File: config.mk
export PLATFORM = sky130hd
export DESIGN_NAME = seq_counter
export DESIGN_NICKNAME = d
export VERILOG_FILES = /design/src/rtl/seq_counter.sv
export SDC_FILE = /design/constraint.sdc
export NUM_CORES = 1
export LEC_CHECK = 0
export CAP_MARGIN = 20
export CORE_AREA = 2 2 39 41
export CTS_BUF_LIST = sky130_fd_sc_hd__clkbuf_4 sky130_fd_sc_hd__clkbuf_8
export DETAILED_ROUTE_END_ITERATION = 12
export DIE_AREA = 0 0 41 43
export PLACE_DENSITY = 0.69
export SLEW_MARGIN = 20
export SYNTH_ARGS = -nofsm -noshare
export SYNTH_HDL_FRONTEND = slang
export SYNTH_SLANG_ARGS = --single-unit
File: constraint.sdc
create_clock -name clk -period 2.8 [get_ports clk]
set_clock_uncertainty 0.2 [all_clocks]
set_input_delay 0.42 -clock clk [delete_from_list [all_inputs] [get_ports clk]]
set_output_delay 0.42 -clock clk [all_outputs]
set_load 0.01 [all_outputs]
File: src/rtl/seq_counter.sv
// Up/down counter with terminal value MAX, wrap or saturate, load and a wrap pulse.
// Optional enable prescaler is built only when SEQ_COUNTER_PRESCALE_EN is defined.
module seq_counter #(
  parameter int                WIDTH    = 4,
  parameter logic [WIDTH-1:0]  MAX      = {WIDTH{1'b1}},
  parameter int                PRESCALE = 1
) (
  input  logic             clk,
  input  logic             rst,
  input  logic             en,
  input  logic             load,
  input  logic [WIDTH-1:0] load_val,
  input  logic             dir,
  input  logic             sat,
  output logic [WIDTH-1:0] out,
  output logic             tc,
  output logic             ovf
);

  if (WIDTH < 1 || WIDTH > 32) begin : g_bad_width
    $error("seq_counter: WIDTH out of range");
  end
  if (MAX == '0) begin : g_bad_max
    $error("seq_counter: MAX must be at least 1");
  end
  if (PRESCALE < 1 || PRESCALE > 65536) begin : g_bad_prescale
    $error("seq_counter: PRESCALE out of range");
  end

  logic [WIDTH-1:0] out_q, out_d;
  logic             tc_q, tc_d;
  logic             ovf_q, ovf_d;
  logic             step;

`ifdef SEQ_COUNTER_PRESCALE_EN
  localparam logic [15:0] PS_LAST = 16'(PRESCALE - 1);
  logic [15:0] ps_q, ps_d;

  // Prescaler only advances on enabled, non-load cycles; a load discards it.
  always_comb begin
    ps_d = ps_q;
    step = 1'b0;
    if (load) begin
      ps_d = '0;
    end else if (en) begin
      if (ps_q == PS_LAST) begin
        ps_d = '0;
        step = 1'b1;
      end else begin
        ps_d = ps_q + 16'd1;
      end
    end
  end

  always_ff @(posedge clk) begin
    if (rst) ps_q <= '0;
    else     ps_q <= ps_d;
  end
`else
  assign step = en && !load;
`endif

  always_comb begin
    out_d = out_q;
    tc_d  = 1'b0;
    ovf_d = ovf_q;
    if (load) begin
      out_d = (load_val > MAX) ? MAX : load_val;
      ovf_d = 1'b0;
    end else if (step) begin
      if (dir) begin
        if (out_q != MAX)  out_d = out_q + 1'b1;
        else if (sat)      ovf_d = 1'b1;
        else begin
          out_d = '0;
          tc_d  = 1'b1;
        end
      end else begin
        if (out_q != '0)   out_d = out_q - 1'b1;
        else if (sat)      ovf_d = 1'b1;
        else begin
          out_d = MAX;
          tc_d  = 1'b1;
        end
      end
    end
  end

  always_ff @(posedge clk) begin
    if (rst) begin
      out_q <= '0;
      tc_q  <= 1'b0;
      ovf_q <= 1'b0;
    end else begin
      out_q <= out_d;
      tc_q  <= tc_d;
      ovf_q <= ovf_d;
    end
  end

  assign out = out_q;
  assign tc  = tc_q;
  assign ovf = ovf_q;

endmodule

==> impl_metrics.csv <==
group,metric,value,unit
yosys,yosysSeqAreaShare,22.9,%
final_layout,area_growth,27.9,%
yosys,synth_area,524,um^2
floorplan,coreArea,0.00138,mm^2
clock_tree,clkTransAtPathRegs,0.05,ns
timing,fmax,0.446,GHz
setup_path,arrival,2.17,ns
placed_design,portBuffers,15,
global_routing,grt_pass1_vias,393,
timing,post-route-period-util,80.1,%
global_routing,grt_pass1_wl,1.71,mm
routing,drc,0,
floorplan,die_w,41,um
placed_design,place.gp.congestion,0.717,
run,drv_cap,0,
yosys,syn-num-nets,75,
timing,rsz0062_at_grt,"false",
clock_tree,cts_buffer_depth,2,
clock_tree,cts_root_buffer,"clkbuf_4",
pwr,power_switching,80.6,uW
setup_path,end_kind,"flop",
routing,avgViaCountPerCell,5.70,
floorplan,num_rows,14,
pwr,clkPwrFrac,29.6,%
clock_tree,hold_buffers,0,
timing,setup_viol,0,
routing,finalWirelength,1.18,mm
final_layout,layout_common_cells,"clkdlybuf4s50_1 (15), inv_1 (6), dfxtp_1 (6)",
global_routing,grt_start_max_net_pins,14,
pwr,power_leakage,0.000263,uW
clock_tree,h-tree-depth,1,
run_status,status,"finished clean",
clock_tree,cts_sinks,6,
final_layout,drive_gt1_share,14.5,%
timing,setup_tns,0,ns
clock_tree,cts_buffers,3,
floorplan,num_io_pins,16,
floorplan,die_y,43,um
floorplan,initial_utilization,37.9,%
pwr,seq_power_share,38.6,%
yosys,postSynthCellCount,63,
timing,worst_pin_slew,0.462,ns
pwr,p_int,189,uW
final_layout,final_core_util,48.5,%
setup_path,cp_max_fo,10,
timing,maxSlewHeadroom,69.1,%
clock_tree,clk_latency,0.24,ns
floorplan,die_area,0.00176,mm^2
setup_path,worstSetupPathType,"reg -> reg",
global_routing,track_usage,14.4,%
pwr,ir_drop,0.000198,V
yosys,ys_ff_latch,6,
routing,firstDrtPassIters,4,
final_layout,antennaDiodeCount,0,
setup_path,cp-start-kind,"flop",
timing,fin_crit,2.24,ns
clock_tree,post_cts_buffers,0,
routing,antenna_left,0,
global_routing,antenna_found_initial,0,
worst_hold_path,hold_class,"reg -> reg",
yosys,synth_cell_types,34,
placed_design,hpwl,791,um
routing,wire_per_inst,12.8,um
pwr,combPwrFrac,31.8,%
pwr,p_per_area,402,mW/mm^2
final_layout,final_common_cell,"clkdlybuf4s50_1",
pwr,switching_share,29.9,%
yosys,ys_warn_count,0,
routing,drt_iter0_drc,39,
yosys,synth_area_leader_cell,"dfxtp_1",
setup_path,worst_ep_required_time,2.73,ns
timing,hold_viol_final,0,
yosys,synthTopCellsByArea,"dfxtp_1 (23%), a21oi_1 (4.8%), ha_1 (4.8%)",
yosys,post_synth.cell_area_avg,8.32,um^2
placed_design,dp_cells,89,
clock_tree,cts_tree,"yes",
timing,slew_viol_final,0,
final_layout,fin_nets,90,
routing,via_count,524,
yosys,post-synth-top-area-fraction,22.9,%
global_routing,grt.overflow.total,0,
clock_tree,cts.repair.resized,0,
final_layout,final_cell_count_no_fill,92,
flip-flops by register name (all words and copies together), names as in the netlist:
name	count
out	4
ovf	1
tc	1
worst max-delay path: stages, from the launching register on:
cell	delay, ns
dfxtp_1	0.39
inv_1	0.11
ha_1	0.23
or4b_4	0.49
a21bo_4	0.26
and4_4	0.18
o31a_1	0.27
worst paths after layout:
kind                        from                   to  slack [ns]  cells after the start
max          out[0]$_SDFFE_PP0P_  out[2]$_SDFFE_PP0P_        0.56                      6
min             ovf$_SDFFE_PP0P_     ovf$_SDFFE_PP0P_        0.33                      2
max reg2reg  out[0]$_SDFFE_PP0P_  out[2]$_SDFFE_PP0P_        0.56                      6
min reg2reg     ovf$_SDFFE_PP0P_     ovf$_SDFFE_PP0P_        0.33                      2
cells by family (layout without fill, tap and decap cells):
| group | Yosys count | count (layout) | share of synthesized area [%] |
|---|---|---|---|
| and+or+nand+nor | 22 | 22 | 26.5 |
| AOI/OAI and AO/OA | 19 | 19 | 27.4 |
| buffers and inverters | 12 | 25 | 14.6 |
| DFF | 6 | 6 | 22.9 |
| adders and majority gates | 2 | 2 | 4.77 |
| xor gates and xnor gates | 1 | 1 | 1.67 |
| muxes | 1 | 1 | 2.15 |
layout make-up:
type | count | area [um^2]
tap | 16 | 20.0
inverter | 6 | 22.5
fill | 138 | 713
clock buffer | 3 | 22.5
timing repair buffer | 16 | 158
sequential | 6 | 120
multi-input combinational | 45 | 328
through the flow:
stage / setup WS [ns] / power, uW / hold WS, ns / area (um^2)
3_3_place_gp: 0.467 / 189 / 0.309 / 648
2_1_floorplan: 0.585 / 162 / 0.296 / 524
3_5_place_dp: 0.439 / 190 / 0.317 / 648
6_report: 0.557 / 270 / 0.326 / 671
5_1_grt: 0.491 / 287 / 0.381 / 671
4_1_cts: 0.571 / 274 / 0.330 / 671
Yosys cell counts:
| library cell | count |
|---|---|
| dfxtp_1 | 6 |
| inv_1 | 6 |
| a21oi_1 | 5 |
| nand2_1 | 5 |
| a31oi_1 | 3 |
| nand4_1 | 3 |
| nor2_1 | 3 |
| a211oi_1 | 2 |
| a21o_1 | 2 |
| buf_6 | 2 |
| ha_1 | 2 |
| nor3_1 | 2 |
| a21bo_4 | 1 |
| a221oi_1 | 1 |
| a222oi_1 | 1 |
| a41oi_1 | 1 |
| and2_4 | 1 |
| and2b_2 | 1 |
| and4_4 | 1 |
| buf_2 | 1 |
| buf_4 | 1 |
| buf_8 | 1 |
| clkbuf_1 | 1 |
| mux2_2 | 1 |
| nand3_1 | 1 |
| nand4b_1 | 1 |
| nor4_1 | 1 |
| nor4b_1 | 1 |
| o21bai_1 | 1 |
| o311a_1 | 1 |
| o31a_1 | 1 |
| or3b_2 | 1 |
| or4b_4 | 1 |
| xnor2_1 | 1 |
per-layer routing:
| metal | track usage [%] | vias to the layer above | wire length [um] |
|---|---|---|---|
| met3 | 4.71 | 2 | 88 |
| met4 | 8.00 | 0 | 2 |
| met2 | 19.1 | 34 | 537 |
| li1 | - | 267 | - |
| met5 | 0 | - | 0 |
| met1 | 19.9 | 221 | 548 |
power groups by stage:
stage	Combinational, uW	Sequential, uW	Clock [uW]
after floorplan	61.9	100	0
after global placement	83.8	105	0
after detailed placement	84.5	105	0
after CTS	85.4	104	85.1
after global routing	92.5	105	89.2
final	85.7	104	80.0
No activity file was read; power rests on OpenSTA's default activity.
